$ cat src/rtl/rotate_restore_if.sv
// Valid/ready bundle between the rotator output register, the restore block and the display path.
interface rotate_restore_if #(
  parameter int WIDTH = 16,
  parameter int AMT_W = 4
);
  logic             in_valid;
  logic             in_ready;
  logic [WIDTH-1:0] in_data;
  logic [AMT_W-1:0] in_amt;
  logic             in_dir;
  logic             out_valid;
  logic             out_ready;
  logic [WIDTH-1:0] out_data;
  logic             busy;

  modport master (
    output in_valid, in_data, in_amt, in_dir, out_ready,
    input  in_ready, out_valid, out_data, busy
  );

  modport slave (
    input  in_valid, in_data, in_amt, in_dir, out_ready,
    output in_ready, out_valid, out_data, busy
  );
endinterface

$ cat src/rtl/rotate_restore.sv
// Undoes a circular rotation two positions per clock (one for the final odd step),
// then holds the restored word until the consumer takes it.
module rotate_restore #(
  parameter int WIDTH = 16,
  parameter int AMT_W = 4
) (
  input logic             clk,
  input logic             reset,
  rotate_restore_if.slave bus
);

  typedef enum logic [1:0] {IDLE, SHIFT, HOLD} state_t;

  state_t           state_q, state_d;
  logic [WIDTH-1:0] word_q, word_d;
  logic [AMT_W-1:0] count_q, count_d;
  logic             dir_q, dir_d;
  logic [AMT_W-1:0] amt_mod;
  logic [WIDTH-1:0] rotl1, rotl2, rotr1, rotr2;

  // Only matters when AMT_W is widened beyond what WIDTH needs.
  assign amt_mod = AMT_W'(32'(bus.in_amt) % WIDTH);

  assign rotl1 = {word_q[WIDTH-2:0], word_q[WIDTH-1]};
  assign rotl2 = {word_q[WIDTH-3:0], word_q[WIDTH-1:WIDTH-2]};
  assign rotr1 = {word_q[0], word_q[WIDTH-1:1]};
  assign rotr2 = {word_q[1:0], word_q[WIDTH-1:2]};

  always_ff @(posedge clk) begin
    if (reset) begin
      state_q <= IDLE;
      word_q  <= '0;
      count_q <= '0;
      dir_q   <= 1'b0;
    end else begin
      state_q <= state_d;
      word_q  <= word_d;
      count_q <= count_d;
      dir_q   <= dir_d;
    end
  end

  // dir=1 means the word was rotated right, so it is undone by rotating left.
  always_comb begin
    state_d = state_q;
    word_d  = word_q;
    count_d = count_q;
    dir_d   = dir_q;
    case (state_q)
      IDLE: begin
        if (bus.in_valid) begin
          word_d  = bus.in_data;
          count_d = amt_mod;
          dir_d   = bus.in_dir;
          state_d = (amt_mod == '0) ? HOLD : SHIFT;
        end
      end
      SHIFT: begin
        if (count_q >= AMT_W'(2)) begin
          word_d  = dir_q ? rotl2 : rotr2;
          count_d = count_q - AMT_W'(2);
        end else begin
          word_d  = dir_q ? rotl1 : rotr1;
          count_d = count_q - AMT_W'(1);
        end
        if (count_d == '0) state_d = HOLD;
      end
      HOLD: begin
        if (bus.out_ready) state_d = IDLE;
      end
      default: state_d = IDLE;
    endcase
  end

  assign bus.in_ready  = (state_q == IDLE);
  assign bus.out_valid = (state_q == HOLD);
  assign bus.busy      = (state_q != IDLE);
  assign bus.out_data  = word_q;

endmodule

$ cat src/flat_wrapper.sv
// flat-port wrapper written by rule: the top's interface ports become plain ports
module rotate_restore_flat 
#(
  parameter int WIDTH = 16,
  parameter int AMT_W = 4
)
  (clk, reset, bus_in_valid, bus_in_data, bus_in_amt, bus_in_dir, bus_out_ready, bus_in_ready, bus_out_valid, bus_out_data, bus_busy);
  rotate_restore_if #(.WIDTH(WIDTH), .AMT_W(AMT_W)) bus_i ();
  input logic clk;
  input logic reset;
  input wire logic [$bits(bus_i.in_valid)-1:0] bus_in_valid;
  input wire logic [$bits(bus_i.in_data)-1:0] bus_in_data;
  input wire logic [$bits(bus_i.in_amt)-1:0] bus_in_amt;
  input wire logic [$bits(bus_i.in_dir)-1:0] bus_in_dir;
  input wire logic [$bits(bus_i.out_ready)-1:0] bus_out_ready;
  output wire logic [$bits(bus_i.in_ready)-1:0] bus_in_ready;
  output wire logic [$bits(bus_i.out_valid)-1:0] bus_out_valid;
  output wire logic [$bits(bus_i.out_data)-1:0] bus_out_data;
  output wire logic [$bits(bus_i.busy)-1:0] bus_busy;
  assign bus_i.in_valid = bus_in_valid;
  assign bus_i.in_data = bus_in_data;
  assign bus_i.in_amt = bus_in_amt;
  assign bus_i.in_dir = bus_in_dir;
  assign bus_i.out_ready = bus_out_ready;
  assign bus_in_ready = bus_i.in_ready;
  assign bus_out_valid = bus_i.out_valid;
  assign bus_out_data = bus_i.out_data;
  assign bus_busy = bus_i.busy;
  rotate_restore #(.WIDTH(WIDTH), .AMT_W(AMT_W)) u_core (.clk(clk), .reset(reset), .bus(bus_i));
endmodule
$ cat config.mk
export PLATFORM = sky130hd
export DESIGN_NAME = rotate_restore_flat
export DESIGN_NICKNAME = d
export VERILOG_FILES = /design/src/rtl/rotate_restore_if.sv /design/src/rtl/rotate_restore.sv /design/src/flat_wrapper.sv
export SDC_FILE = /design/constraint.sdc
export NUM_CORES = 1
export LEC_CHECK = 0
export ABC_CLOCK_PERIOD_IN_PS = 5750
export CAP_MARGIN = 20
export CORE_UTILIZATION = 44
export CTS_BUF_LIST = sky130_fd_sc_hd__clkbuf_4
export DETAILED_ROUTE_END_ITERATION = 8
export GPL_ROUTABILITY_DRIVEN = 0
export PLACE_DENSITY = 0.74
export SYNTH_ARGS = -nofsm -noshare
export SYNTH_HDL_FRONTEND = slang
export SYNTH_SLANG_ARGS = --single-unit
$ cat constraint.sdc
create_clock -name clk -period 5.75 [get_ports clk]
set_input_delay 0.575 -clock clk [delete_from_list [all_inputs] [get_ports clk]]
set_output_delay 0.575 -clock clk [all_outputs]
set_load 0.005 [all_outputs]
Word level (Yosys, flattened, before mapping)
Cells that the tools add are included.
{"block": "totals", "reg_bits": 23, "output_inout_bits": 19, "inputBits": 25, "wordCells": 34}
{"block": "op_classes", "reduce_logical": 8, "n_eq_ne": 5, "n_addsub": 2, "order_cmp": 1, "muxes": 14}
{"cell": "two-way mux 16 bit", "n": 4}
{"cell": "case mux 16 bit (2 select lines)", "n": 1}
{"cell": "two-way mux 4 bit", "n": 3}
{"cell": "logical NOT 4 bit", "n": 2}
{"cell": "two-way mux 2 bit", "n": 4}
{"cell": "case mux 4 bit (2 select lines)", "n": 1}
{"cell": "case mux 2 bit (3 select lines)", "n": 1}
{"cell": "greater-or-equal comparator 4 x 2 -> 1 bit (second input constant)", "n": 1}
{"cell": "!= test 2 bit (second input constant)", "n": 2}
{"cell": "AND reduction 2 bit", "n": 2}
{"cell": "nonzero test 2 bit", "n": 2}
{"cell": "subtractor 4 x 1 -> 4 bit (second input constant)", "n": 1}
{"cell": "subtractor 4 x 2 -> 4 bit (second input constant)", "n": 1}
{"cell": "AND reduction 3 bit", "n": 1}
{"cell": "equality test 2 x 1 -> 1 bit (second input constant)", "n": 1}
{"cell": "equality test 2 bit (second input constant)", "n": 1}
{"cell": "logical NOT 2 bit", "n": 1}
{"cell": "!= test 2 x 1 -> 1 bit (second input constant)", "n": 1}

Logic depth before layout (Yosys ltp)
Gate-level depths: netlist of run 1.
{"block": "depth", "word_depth": 6, "ltp_mapped": 8, "mapped_depth_nobuf": 6}

Worst setup path after synthesis of run 1
Ideal clock, no wire load.
{"block": "synth_timing", "kind": "reg-to-reg", "from": "register u_core.count_q[0]", "to": "register u_core.word_q[10] (netlist: u_core.bus.out_data[10])", "t_arrival_ns": 1.721, "n_path_buf": 2, "required_ns": 5.630, "period_less_slack_ns": 1.841, "stages_incl_launch_ff": 9, "setup_time_ns": 0.120, "path_slack_ns": 3.909, "path_cell_list": "dfxtp_1 -> inv_1 -> ha_1 -> or4_4 -> buf_6 -> buf_6 -> nand2_1 -> a21oi_1 -> a211o_1"}
{"block": "synth_via", "elab_chain_cells": 3}
{"item": "start, declared", "line_no": "rotate_restore.sv:16", "rtl": "logic [AMT_W-1:0] count_q, count_d;"}
{"item": "start signal, assigned", "line_no": "rotate_restore.sv:38", "rtl": "count_q <= count_d;"}
{"item": "greater-or-equal comparator 4 x 2 -> 1 bit", "line_no": "rotate_restore.sv:59", "rtl": "if (count_q >= AMT_W'(2)) begin"}
{"item": "two-way mux 16 bit", "line_no": "rotate_restore.sv:59"}
{"item": "case mux 16 bit (2 select lines)", "line_no": "rotate_restore.sv:49", "rtl": "case (state_q)"}
{"item": "end signal, assigned", "line_no": "rotate_restore.sv:37", "rtl": "word_q <= word_d;"}
{"item": "end, declared", "line_no": "rotate_restore.sv:15", "rtl": "logic [WIDTH-1:0] word_q, word_d;"}
No other way between the ends.
A chain may end at the register's enable or synchronous reset.

Worst setup path after layout of run 1
{"block": "layout_timing", "from": "register u_core.state_q[1]", "to": "output bus_out_valid"}
{"block": "layout_via", "elab_chain_cells": 1}
{"item": "start, declared", "line_no": "rotate_restore.sv:14", "rtl": "state_t state_q, state_d;"}
{"item": "start signal, assigned", "line_no": "rotate_restore.sv:36", "rtl": "state_q <= state_d;"}
{"item": "equality test 2 bit", "line_no": "rotate_restore.sv:76", "rtl": "assign bus.out_valid = (state_q == HOLD);"}
{"item": "end, declared", "line_no": "flat_wrapper.sv:17", "rtl": "output wire logic [$bits(bus_i.out_valid)-1:0] bus_out_valid;"}
No other way between the ends.

==> reports/metrics.cfg, run 1 <==
[layout]
antenna_cells = 0
nNetsFinal = 302
area_growth_pct = 27.92
final_area_um2 = 2081
drive_gt1_frac = 0.02941

[power]
internal_power_uw = 312.3
power.density_nw_per_um2 = 247.1
swShare = 0.3925
combinationalPowerShare = 0.418
peakVddDrop_uv = 167.4
seqPwrFrac = 0.428
power_leakage_nw = 0.8143
clkPwrFrac = 0.154
switchingPower_uw = 201.8

[routing]
drt-wirelength-per-cell_um = 13.87
wl_um = 4410
vias = 1800
postRouteAntennaNets = 0
wl_met1_um = 2067
routed-wl-met3_um = 316
drtPass1Iterations = 5
route.detailed.drc = 0
top_layer = met4
met2_length_um = 2003
drt_iter0_markers = 140
via_per_inst = 5.660

[yosys]
synth.top_cell.area_share = 0.2831
synth_area_per_cell_um2 = 6.806
synth_nets = 268
synthTopCellsByCount = 53 x nand2_1, 52 x a21oi_1, 23 x dfxtp_1
async_flop_share = 0
synth_flop_cell = dfxtp_1
yosysMostFrequentCell = nand2_1
synth_cells = 239
synth_edf_count = 0
yosys_warnings = 0
post-synth-top-area-cell = dfxtp_1
ys_ff_latch = 23
ys_types = 29
synth_area_leaders = dfxtp_1 28%, a21oi_1 16%, nand2_1 12%
syn_area_um2 = 1627
seq_area_frac_synth = 0.2831

[setup_path]
start_kind = flip-flop
reg2reg_from = u_core.state_q[0]
rrSetupSlack_ns = 3.49
cp_max_fo = 22
rr_worst_depth = 4
worst-setup-path-type = flip-flop to output pin
slowest_stage = dfxtp_1
cp_num_buf_inv = 2
reg2reg_to = u_core.bus.out_data[10]
cp-end-kind = output pin
worst_ep_arrival_time_ns = 2.08
path_cells = inv_1, nor2_1, clkdlybuf4s50_1
cp_top_family = flip-flops
crit_path_max_incr_delay_ns = 0.87
worstPathRequired_ns = 5.18

[hold_path]
hold_end = u_core.count_q[1]
hold_class = flip-flop to flip-flop
min_from = u_core.count_q[1]
hold_depth = 2

[grt]
grt_max_degree = 27
grt_first_pass_wirelength_um = 7534
grt_use_total = 0.2323
grt_overflow = 0
antenna_found_initial = 0
grt_pass1_vias = 1618

[sta]
worst_pin_slew_ns = 0.8540
rsz0062_at_grt = no
fmax_mhz = 376.7
tns_ns = 0
fin_ws_ns = 3.095
final-hold-violation-count = 0
fin_crit_ns = 2.655
finalSetupViolCount = 0
drv_slew = 0
finalCritPeriodShare = 0.4617
skew_ns = 0.007607
maxSlewHeadroom = 0.4289

[die]
dieArea_um2 = 3944
core_um2 = 3442
io-pin-count = 44
start_util = 0.4726
rows = 21
die_y_um = 62.80
die_w_um = 62.80

[place]
pre_cts_slack_ns = 2.785
hpwlAfterDp_um = 2972
portBuffers = 43
place_area_um2 = 2053

[outcome]
status = finished, final reports clean

[clock_tree]
post_cts_buffers = 0
cts_tree = yes
cts.path.max_buffers = 2
htreeDepth = 1
clk_pin_slew_ns = 0.14
clkLatencyLatePin_ns = 0.32
cts_resized = 0
numCtsBuffers = 3
root_buffer = clkbuf_4
holdBufCountCts = 0
clock-sinks = 23

[job]
cap_violations = 0

[per-layer routing]
| layer | track usage | vias to the layer above |
|---|---|---|
| li1 | - | 909 |
| met1 | 0.3164 | 818 |
| met2 | 0.3818 | 71 |
| met3 | 0.02372 | 2 |
| met4 | 0.07267 | 0 |
| met5 | 0 | - |
[cell usage in the layout (no fill, tap or decap), types with 2 or more instances in the layout]
cell / n
a211o_1: 16
a21oi_1: 52
a221oi_1: 2
buf_4: 2
clkbuf_4: 3
clkdlybuf4s50_1: 43
dfxtp_1: 23
ha_1: 4
inv_1: 9
mux2i_1: 2
nand2_1: 53
nor2_1: 8
nor2b_1: 18
nor3_1: 3
o21ai_0: 19
o221ai_1: 2
[flip-flops by register name, summed over array words and instances (netlist names)]
register / flops
u_core.bus.out_data: 16
u_core.count_q: 4
u_core.dir_q: 1
u_core.state_q: 2
[worst max-delay path by stage]
stage / start / end / depth (start not counted)
6_report: u_core.state_q[1] / bus_out_valid / 3
5_1_grt: bus_in_valid / u_core.bus.out_data[6] / 6
4_1_cts: u_core.state_q[1] / bus_out_valid / 3
3_5_place_dp: bus_in_valid / u_core.bus.out_data[1] / 6
3_3_place_gp: bus_in_valid / u_core.bus.out_data[1] / 6
2_1_floorplan: u_core.count_q[0] / u_core.bus.out_data[10] / 8
[kinds of logic (layout without fill, tap and decap cells)]
| group | Yosys count | after routing | share of synthesized area |
|---|---|---|---|
| compound gates | 96 | 96 | 0.3523 |
| simple gates | 88 | 88 | 0.2485 |
| buf+inv | 25 | 58 | 0.06768 |
| flops | 23 | 23 | 0.2831 |
| fa+ha+maj | 4 | 4 | 0.03077 |
| mux | 2 | 2 | 0.01231 |
| xor+xnor | 1 | 1 | 0.005386 |
[stage by stage]
stage / hold slack (ns) / util / std cells / total power, mW
3_3_place_gp: 0.5333 / 0.5965 / 314 / 0.4371
6_report: 0.5560 / 0.6045 / 318 / 0.5141
4_1_cts: 0.5512 / 0.6045 / 318 / 0.5151
3_5_place_dp: 0.5334 / 0.5965 / 314 / 0.4375
2_1_floorplan: 0.4790 / - / 239 / 0.3565
5_1_grt: 0.5898 / 0.6045 / 318 / 0.5536
[worst register-to-register path, delay by kind of cell (launching register included)]
kind            cells  cell delay (ns)
flops               1             0.90
compound gates      2             0.46
simple gates        2             0.85
[final cells by class]
cell class	count	area, um2
clock buffers	3	22.52
fillers	310	1361
clock inverters	1	5.005
repair buffers	45	445.4
multi-input cells	191	1056
inverters	9	33.78
well taps	46	57.56
flip-flops and latches	23	460.4
[power by group through the flow]
stage	combinational (mW)	clock, mW	sequential, mW
final	0.215	0.0789	0.220
after global routing	0.240	0.0876	0.226
after CTS	0.215	0.0801	0.220
after detailed placement	0.214	0	0.224
after global placement	0.214	0	0.223
after floorplan	0.149	0	0.208
(Power assumes the default switching activity.)
==> inputs of run 2 (changes only) <==
--- a/config.mk
+++ b/config.mk
@@ -5,7 +5,7 @@
 export SDC_FILE = /design/constraint.sdc
 export NUM_CORES = 1
 export LEC_CHECK = 0
-export ABC_CLOCK_PERIOD_IN_PS = 5750
+export ABC_CLOCK_PERIOD_IN_PS = 2500
 export CAP_MARGIN = 20
 export CORE_UTILIZATION = 44
 export CTS_BUF_LIST = sky130_fd_sc_hd__clkbuf_4
==> constraint.sdc (replaced) <==
create_clock -name clk -period 2.5 [get_ports clk]
set_input_delay 0.25 -clock clk [delete_from_list [all_inputs] [get_ports clk]]
set_output_delay 0.25 -clock clk [all_outputs]
set_load 0.005 [all_outputs]
==> reports/metrics.cfg, run 2 (synthesis gave the netlist of run 1 again) <==
[outcome]
status = finished, final reports clean

[sta]
finalSetupViolCount = 0
fin_ws_ns = 0.4413
tns_ns = 0
fin_crit_ns = 2.059
rsz0062_at_grt = no
fmax_mhz = 485.7
final-hold-violation-count = 0
maxSlewHeadroom = 0.5772
worst_pin_slew_ns = 0.6324
skew_ns = 0.01169
finalCritPeriodShare = 0.8235
drv_slew = 0

[clock_tree]
cts_resized = 0
htreeDepth = 1
clkLatencyLatePin_ns = 0.33
cts.path.max_buffers = 2
clock-sinks = 23
root_buffer = clkbuf_4
holdBufCountCts = 0
clk_pin_slew_ns = 0.14
cts_tree = yes
post_cts_buffers = 0
numCtsBuffers = 3

[grt]
grt_first_pass_wirelength_um = 7458
grt_max_degree = 22
met3_usage = 0.03102
grt_pass1_vias = 1671
grt_overflow = 0
grtUsageMet1 = 0.3079
use_met2 = 0.3736
busiest_layer = met2
antenna_found_initial = 0
grt_use_total = 0.2343

[routing]
wl_um = 4590
route.detailed.drc = 0
drt_iter0_markers = 158
postRouteAntennaNets = 0
vias = 1846
drtPass1Iterations = 4
drt-wirelength-per-cell_um = 14.21
via_per_inst = 5.715

[die]
io-pin-count = 44
core_um2 = 3442
die_y_um = 62.80
rows = 21
dieArea_um2 = 3944
start_util = 0.4726
die_w_um = 62.80

[job]
cap_violations = 0

[power]
power_leakage_nw = 0.8404
power.density_nw_per_um2 = 572.2
peakVddDrop_uv = 398.3

[setup_path]
slowest_stage = or4_4
start_kind = flip-flop
crit_path_max_incr_delay_ns = 0.56
cp-end-kind = flip-flop
worst-setup-path-type = flip-flop to flip-flop
cp_max_fo = 20
rrSetupSlack_ns = 0.44
worst_ep_arrival_time_ns = 2.28
reg2reg_from = u_core.count_q[0]
worstPathRequired_ns = 2.72
reg2reg_to = u_core.state_q[0]
path_cells = inv_1, ha_1, or4_4, o21ai_0, a31oi_1, o221a_1
rr_worst_depth = 6

[layout]
area_growth_pct = 30.38
fill_cells = 319
drive_gt1_frac = 0.04693
final_cell_mix = 53 x nand2_1, 52 x a21oi_1, 43 x clkdlybuf4s50_1, 23 x dfxtp_1, 19 x o21ai_0
nNetsFinal = 307
antenna_cells = 0
layout_commonest_cell = nand2_1
largest_reg_flops = 16

[hold_path]
hold_class = input pin to flip-flop
hold_end = u_core.dir_q
hold_depth = 3
min_from = bus_in_dir

[place]
pre_cts_slack_ns = 0.4628
hpwlAfterDp_um = 3260
portBuffers = 43

[run 2: stage by stage]
step	area [um2]	hold slack [ns]	std cells	power, mW	utilization
6_report	2121	0.5208	323	1.213	0.6161
5_1_grt	2121	0.5156	323	1.296	0.6161
4_1_cts	2121	0.5175	323	1.214	0.6161
3_5_place_dp	2091	0.5257	319	1.018	0.6074
3_3_place_gp	2091	0.5096	319	1.013	0.6074
2_1_floorplan	1627	0.3191	239	0.8199	-
[run 2: layer usage]
metal  up-vias  share of wire
met2        94           0.45
met4         0          0.018
met5         -              0
met1       821           0.44
met3         9          0.088
li1        922              -
[run 2: worst max-delay path by stage]
stage / from / to / slack [ns]
2_1_floorplan: u_core.count_q[0] / u_core.bus.out_data[10] / 0.66
3_5_place_dp: u_core.count_q[0] / u_core.state_q[0] / 0.46
4_1_cts: u_core.count_q[0] / u_core.state_q[0] / 0.44
5_1_grt: u_core.count_q[0] / u_core.state_q[0] / 0.33
6_report: u_core.count_q[0] / u_core.state_q[0] / 0.44
3_3_place_gp: u_core.count_q[0] / u_core.state_q[0] / 0.55
[run 2: report_power, final]
part	leakage (nW)	internal [mW]	switching, mW
sequential	0.189	0.417	0.0711
clock	0.0184	0.0734	0.123
combinational	0.633	0.253	0.276
[run 2: critical path: cells and delay by family, from the launching register on]
kind | cells | cell delay, ns
AOI/OAI and AO/OA | 3 | 0.66
adders and majority gates | 1 | 0.24
buffers and inverters | 1 | 0.11
DFF | 1 | 0.40
and+or+nand+nor | 1 | 0.56
[run 2: layout make-up]
| type | count | area [um2] | area share |
|---|---|---|---|
| Clock buffer | 4 | 30.03 | 0.01416 |
| Multi-Input combinational cell | 191 | 1056 | 0.4979 |
| Tap cell | 46 | 57.56 | 0.02714 |
| Timing Repair Buffer | 50 | 483.0 | 0.2277 |
| Sequential cell | 23 | 460.4 | 0.2171 |
| Inverter | 9 | 33.78 | 0.01593 |
